## src/rtl/fifo_pkg.sv

```systemverilog
`default_nettype none
// ============================================================================
// Module      : fifo_pkg
// Description : Shared constants and Gray-code helpers for the async FIFO
//               read- and write-pointer blocks.
// Revision    : 1.0 - initial release
// ============================================================================
package fifo_pkg;

    // Default FIFO address width (depth = 2**width).
    localparam int c_addr_width_default = 9;

    // Helpers operate on a fixed 32-bit container; callers zero-extend
    // their pointer into it and truncate the result back to pointer width.
    localparam int c_fn_width = 32;

    // Binary to reflected Gray code.
    function automatic logic [c_fn_width-1:0] bin2gray(input logic [c_fn_width-1:0] bin);
        return bin ^ (bin >> 1);
    endfunction

    // Reflected Gray code to binary: each binary bit is the XOR of all
    // Gray bits at and above its position.
    function automatic logic [c_fn_width-1:0] gray2bin(input logic [c_fn_width-1:0] gray);
        logic [c_fn_width-1:0] bin;
        bin[c_fn_width-1] = gray[c_fn_width-1];
        for (int i = c_fn_width - 2; i >= 0; i--) begin
            bin[i] = bin[i+1] ^ gray[i];
        end
        return bin;
    endfunction

endpackage : fifo_pkg
`default_nettype wire

```

## src/rtl/wr_2_rd_sync.sv

```systemverilog
`default_nettype none
// ============================================================================
// Module      : wr_2_rd_sync
// Description : Two-flop synchronizer carrying the Gray-coded write pointer
//               into the read clock domain. Nothing sits between the flops.
// Revision    : 1.0 - initial release
// ============================================================================
module wr_2_rd_sync #(
    parameter int WIDTH = 10
) (
    input  logic             clk,
    input  logic             rst,
    input  logic [WIDTH-1:0] i_ptr,
    output logic [WIDTH-1:0] o_ptr_sync
);

    logic [WIDTH-1:0] r_wq1;
    logic [WIDTH-1:0] r_wq2;

    // Metastability chain: first flop may go metastable, second resolves it.
    always_ff @(posedge clk) begin
        if (rst) begin
            r_wq1 <= '0;
            r_wq2 <= '0;
        end else begin
            r_wq1 <= i_ptr;
            r_wq2 <= r_wq1;
        end
    end

    assign o_ptr_sync = r_wq2;

endmodule : wr_2_rd_sync
`default_nettype wire

```

## src/rtl/rd_ptr_empty.sv

```systemverilog
`default_nettype none
// ============================================================================
// Module      : rd_ptr_empty
// Description : Read-side pointer and status logic of an asynchronous FIFO.
//               Keeps the binary/Gray read pointer, synchronizes the write
//               pointer, and produces registered empty, almost-empty,
//               occupancy and underflow indications.
// Revision    : 1.0 - initial release
// ============================================================================
module rd_ptr_empty
    import fifo_pkg::*;
#(
    parameter int Addr_Width = c_addr_width_default,
    parameter int AE_Thresh  = 4
) (
    input  logic                  rclk,
    input  logic                  rrst,
    input  logic                  rinc,
    input  logic [Addr_Width:0]   wptr,
    output logic [Addr_Width-1:0] raddr,
    output logic [Addr_Width:0]   rptr,
    output logic                  rempty,
    output logic                  ralmost_empty,
    output logic [Addr_Width:0]   rd_count,
    output logic                  rd_underflow
);

    localparam int c_ptr_w = Addr_Width + 1;

    // Threshold in pointer width; its legal range 0..2**Addr_Width fits.
    localparam logic [c_ptr_w-1:0] c_ae_thresh = c_ptr_w'(AE_Thresh);

    // Synchronized Gray write pointer.
    logic [c_ptr_w-1:0] w_wq2;

    // Registered state.
    logic [c_ptr_w-1:0] r_rbin;
    logic [c_ptr_w-1:0] r_rptr;
    logic               r_rempty;
    logic               r_ralmost_empty;
    logic [c_ptr_w-1:0] r_rd_count;
    logic               r_rd_underflow;

    // Next-state values.
    logic               w_pop;
    logic [c_ptr_w-1:0] w_rbin_next;
    logic [c_ptr_w-1:0] w_rgray_next;
    logic [c_ptr_w-1:0] w_wbin_sync;
    logic [c_ptr_w-1:0] w_count_next;
    logic               w_empty_next;
    logic               w_ae_next;
    logic               w_underflow_next;

    wr_2_rd_sync #(
        .WIDTH (c_ptr_w)
    ) u_wr_2_rd_sync (
        .clk        (rclk),
        .rst        (rrst),
        .i_ptr      (wptr),
        .o_ptr_sync (w_wq2)
    );

    // Next pointer, flags and count: empty/count look at the post-pop pointer
    // so draining the last entry raises rempty on the same edge.
    always_comb begin
        w_pop            = rinc & ~r_rempty;
        w_underflow_next = rinc & r_rempty;
        w_rbin_next      = r_rbin + c_ptr_w'(w_pop);
        w_rgray_next     = c_ptr_w'(bin2gray(c_fn_width'(w_rbin_next)));
        w_wbin_sync      = c_ptr_w'(gray2bin(c_fn_width'(w_wq2)));
        w_count_next     = w_wbin_sync - w_rbin_next;
        w_empty_next     = (w_rgray_next == w_wq2);
        w_ae_next        = (w_count_next <= c_ae_thresh);
    end

    // State register; reset overrides any concurrent read request.
    always_ff @(posedge rclk) begin
        if (rrst) begin
            r_rbin          <= '0;
            r_rptr          <= '0;
            r_rempty        <= 1'b1;
            r_ralmost_empty <= 1'b1;
            r_rd_count      <= '0;
            r_rd_underflow  <= 1'b0;
        end else begin
            r_rbin          <= w_rbin_next;
            r_rptr          <= w_rgray_next;
            r_rempty        <= w_empty_next;
            r_ralmost_empty <= w_ae_next;
            r_rd_count      <= w_count_next;
            r_rd_underflow  <= w_underflow_next;
        end
    end

    // The memory address is a direct slice of the registered binary pointer,
    // so a pop presents the new address with no extra cycle.
    assign raddr         = r_rbin[Addr_Width-1:0];
    assign rptr          = r_rptr;
    assign rempty        = r_rempty;
    assign ralmost_empty = r_ralmost_empty;
    assign rd_count      = r_rd_count;
    assign rd_underflow  = r_rd_underflow;

endmodule : rd_ptr_empty
`default_nettype wire

```

## config.mk

```make
export PLATFORM = sky130hd
export DESIGN_NAME = rd_ptr_empty
export DESIGN_NICKNAME = d
export VERILOG_FILES = /design/src/rtl/fifo_pkg.sv /design/src/rtl/wr_2_rd_sync.sv /design/src/rtl/rd_ptr_empty.sv
export SDC_FILE = /design/constraint.sdc
export NUM_CORES = 1
export LEC_CHECK = 0
export CAP_MARGIN = 30
export CORE_AREA = 3 3 73 75
export DETAILED_ROUTE_END_ITERATION = 10
export DIE_AREA = 0 0 76 78
export PLACE_DENSITY_LB_ADDON = 0.3
export SYNTH_ARGS = -nofsm -noshare
export SYNTH_HDL_FRONTEND = slang
export SYNTH_SLANG_ARGS = --single-unit
```

## constraint.sdc

```tcl
create_clock -name rclk -period 10.6 [get_ports rclk]
set_clock_uncertainty 0.15 [all_clocks]
set_input_delay 2.12 -clock rclk [delete_from_list [all_inputs] [get_ports rclk]]
set_output_delay 2.12 -clock rclk [all_outputs]
set_load 0.005 [all_outputs]
```

# ---- Word level (Yosys, flattened, before mapping)
# Index checks and enable logic that the tools add are counted.
dict set report word_totals {
  regBits 53
  wordCells 25
}
dict set report classes {
  addsub 2
  n_lt_le_gt_ge 1
  eq_ne 1
  n_bitwise 13
}
# op n
set ops {}
lappend ops {{adder 10 x 1 -> 10 bit} 1}
lappend ops {{== test 10 bit} 1}
lappend ops {{less-or-equal comparator 10 x 3 -> 1 bit, second input constant} 1}
lappend ops {{subtractor 10 bit} 1}
lappend ops {{XOR 10 x 9 -> 10 bit} 1}
lappend ops {{XOR 1 bit} 9}
lappend ops {{AND 1 bit} 2}
lappend ops {{inverter 1 bit} 1}

# ---- Depth between registers and ports, before layout
dict set report depth {
  ltp_word 11
  ltp_mapped 16
  depth_no_buf 16
}

# ---- Modules after synthesis
# A second synthesis with hierarchy kept.
dict set report hier_totals {
  cells_unflattened 282
  area_unflattened_um2 2702.6
}
# module n_inst cells_each area_each_um2
set by_module_without_submodules {}
lappend by_module_without_submodules {rd_ptr_empty 1 240 2084.5}
lappend by_module_without_submodules {wr_2_rd_sync 1 42 618.1}

# ---- Worst setup path after synthesis
# No wires, ideal clock.
dict set report synth_path {
  kind {input port to flip-flop}
  from {input port rinc}
  to {register r_ralmost_empty (netlist: ralmost_empty)}
  setup_ps 87
  arrival_ps 4783
  t_required_ps 10363
  path_slack_ps 5580
  stages 13
  path_buffers 0
  cell_sequence {nor2b_1 -> ha_1 -> ha_1 -> xor2_1 -> inv_1 -> ha_1 -> nor2b_1 -> o31a_1 -> o21ai_0 -> or3b_2 -> o21ai_0 -> nand4_1 -> o31ai_1}
}
dict set report synth_between {
  elab_chain_len 4
}
# item line_no
set synth_rtl {}
lappend synth_rtl {{start, declared} rd_ptr_empty.sv:18} ;# input logic rinc,
lappend synth_rtl {{AND 1 bit} rd_ptr_empty.sv:66} ;# w_pop = rinc & ~r_rempty;
lappend synth_rtl {{adder 10 x 1 -> 10 bit} rd_ptr_empty.sv:68} ;# w_rbin_next = r_rbin + c_ptr_w'(w_pop);
lappend synth_rtl {{subtractor 10 bit} rd_ptr_empty.sv:71} ;# w_count_next = w_wbin_sync - w_rbin_next;
lappend synth_rtl {{less-or-equal comparator 10 x 3 -> 1 bit} rd_ptr_empty.sv:73} ;# w_ae_next = (w_count_next <= c_ae_thresh);
lappend synth_rtl {{end signal, assigned} rd_ptr_empty.sv:89} ;# r_ralmost_empty <= w_ae_next;
lappend synth_rtl {{end, declared} rd_ptr_empty.sv:40} ;# logic r_ralmost_empty;
# Every way passes these cells.
# A chain may end at the register's enable or synchronous reset.

# ---- Worst setup path after layout
# Ends and elaborated chain as after synthesis.

==> results.cfg <==
[run_status]
status = finished clean

[clock_tree]
cts-htree-levels = 2
cts_root_buf = clkbuf_8
cts_tree = done
post_cts_resize_count = 0
clk_latency_ns = 0.31
cts_made_buffers = 5
ctsHoldBuffers = 0
postCtsSetupBuffers = 0
clk_pin_slew_ns = 0.09
clock_sinks = 52
cts_max_path_buffers = 2

[floorplan]
rows = 25
ios = 45
die_w_um = 76
dieHeight_um = 78
design.die.area_sq_mm = 0.00593
initial_core_util = 0.553
coreArea_sq_mm = 0.00472

[detailed_routing]
dr.pass1.iters = 4
dr_wl_met2_um = 2540
maxUsedRoutingLayer = met4
vias = 1989
wl_um = 5100
drt_drc_violations_left = 0
wl_per_cell_um = 13.2
ant_nets = 0
wl_met1_um = 2210
dr_wl_met3_um = 227
routed_via_density = 5.13
drt_iter0_markers = 72

[timing]
finalHoldViolCount = 0
period_needed_ns = 5.69
rsz0062_at_grt = false
setup_tns_ns = 0
fmax_ghz = 0.176
tightest_slew_ns = 0.527
drv_slew = 0
finalCritPeriodShare = 0.537
setup_violations = 0
maxSlewHeadroom = 0.647

[critical_path]
cp-end-kind = flop
regToRegSetupSlack_ns = 6.79
arrival_ns = 5.77
cp.required_ns = 10.68
start_kind = primary input
crit_type = in2reg
crit_path_max_fanout = 14

[finish]
regArea_sq_mm = 0.00104
n_antenna_cell = 0
drive_gt1_frac = 0.0717
finalNonFillerCells = 388
fillers = 404
utilization = 0.676
fin_nets = 345
area_growth_pct = 22.3
multi_input_area_sq_mm = 0.00148

[logic_synthesis]
synth_ff_type = dfxtp_1
yosysTopAreaCellShare = 0.399
synth-seq-cells = 52
ys_seq_area_frac = 0.399
yosys_warnings = 0
syn_nets = 306
synth.distinct_cells = 49
synth_edf_count = 0
synth_area_sq_mm = 0.00261
synthTopCellsByArea = dfxtp_1 40%, xnor2_1 8.4%, nor2b_1 5.7%
synth_area_per_cell_sq_um = 9.29
yosys.area.top_type = dfxtp_1
synthCells = 281
ys_async_sr_fraction = 0

[power]
p_seq_frac = 0.444
p_sw_uw = 135
clock_power_share = 0.274
intPower_uw = 356
combPwrFrac = 0.281
power_leakage_nw = 1.23
power_uw = 491
pwr_density_cell_mw_per_mm2 = 154
peakVddDrop_mv = 0.0896
p_sw_frac = 0.275

[placement]
dp_hpwl_um = 3830
place.gp.congestion = 0.965
io_buffers = 44
post-place-cells = 380

[grt]
grt_pass1_vias = 1941
grt_start_max_net_pins = 49
grt.overflow.total = 0
grt_pass1_wl_um = 9110
antenna_found_initial = 0
grt_use_total = 0.191

[run]
max_cap_viol_count = 0

[hold_path]
hold_path.class = reg2reg
cells by family after synthesis:
family,Yosys count,synth area share
XOR/XNOR,46,0.182
multiplexers,2,0.00767
flip-flops,52,0.399
AND/OR/NAND/NOR,108,0.217
AO/OA/AOI/OAI,40,0.101
adder cells (fa/ha/maj),12,0.0604
buffers and inverters,21,0.0345
power by group through the flow:
stage	Sequential [mW]	Clock, mW	Combinational [mW]
floorplan	0.223	0	0.0904
global placement	0.222	0	0.134
detailed placement	0.223	0	0.139
CTS	0.218	0.137	0.139
global route	0.220	0.147	0.154
finish	0.218	0.135	0.138
flip-flops by register name, indices dropped and copies added (netlist names):
signal and count:
r_rbin 10, ralmost_empty 1, rd_count 10, rd_underflow 1, rempty 1, rptr 9, u_wr_2_rd_sync.o_ptr_sync 10, u_wr_2_rd_sync.r_wq1 10
layout by cell type, fill, tap and decap left out, types with 2 or more instances in the layout:
master / count
a21o_1: 2
xnor2_2: 2
mux2i_1: 2
a31oi_1: 2
o21a_1: 2
dfxtp_1: 52
nand4_1: 6
nand3_1: 6
xor2_1: 13
ha_1: 11
nand2_1: 9
nor3_1: 6
o21ai_0: 11
a21oi_1: 10
and2_1: 6
nor2b_1: 24
clkdlybuf4s50_1: 44
and3_1: 3
xnor2_1: 25
nand2b_1: 5
inv_1: 8
xor2_2: 5
clkbuf_8: 5
nor2_1: 35
final cells by class:
type                            instances  area share
Inverter                                8     0.00940
Timing Repair Buffer                   45       0.140
Sequential cell                        52       0.326
Multi-Input combinational cell        208       0.463
Tap cell                               67      0.0262
Clock buffer                            5      0.0215
Clock inverter                          3      0.0133
cell usage after synthesis, types with 2 or more instances:
cell type   n
dfxtp_1    52
nor2_1     35
xnor2_1    25
nor2b_1    24
xor2_1     13
ha_1       11
o21ai_0    11
a21oi_1    10
nand2_1     9
inv_1       8
clkbuf_1    7
and2_1      6
nand3_1     6
nand4_1     6
nor3_1      6
nand2b_1    5
xor2_2      5
and3_1      3
buf_2       3
a21o_1      2
a31oi_1     2
buf_4       2
mux2i_1     2
o21a_1      2
xnor2_2     2
worst paths after layout:
| kind | from | endpoint | cells past startpoint |
|---|---|---|---|
| min reg2reg | u_wr_2_rd_sync.r_wq1[1] | u_wr_2_rd_sync.o_ptr_sync[1] | 1 |
| max reg2reg | u_wr_2_rd_sync.o_ptr_sync[9] | ralmost_empty | 16 |
| max | rinc | ralmost_empty | 14 |
| min | u_wr_2_rd_sync.r_wq1[1] | u_wr_2_rd_sync.o_ptr_sync[1] | 1 |
metal layers:
layer,vias to the layer above,GRT usage
met5,-,0
met4,0,0.0815
met3,12,0.0394
met2,57,0.326
met1,909,0.234
li1,1011,-
per-stage QoR:
stage                     hold slack, ns  setup WS, ns  area, sq um
final                              0.291          4.91         3190
after global routing               0.318          4.59         3190
after CTS                          0.293          4.91         3190
after detailed placement           0.271          4.59         3080
after global placement             0.268          4.73         3080
after floorplan                    0.264          5.58         2610
worst max-delay path, stage by stage:
cell and delay, ns:
clkdlybuf4s50_1 0.46, nor2b_1 0.13, ha_1 0.27, ha_1 0.52, xor2_1 0.29, inv_1 0.18, ha_1 0.36, nor2b_1 0.16
o31a_1 0.27, o21ai_0 0.13, or3b_2 0.44, o21ai_0 0.11, nand4_1 0.12, o31ai_1 0.19
No activity file was read; power rests on OpenSTA's default activity.
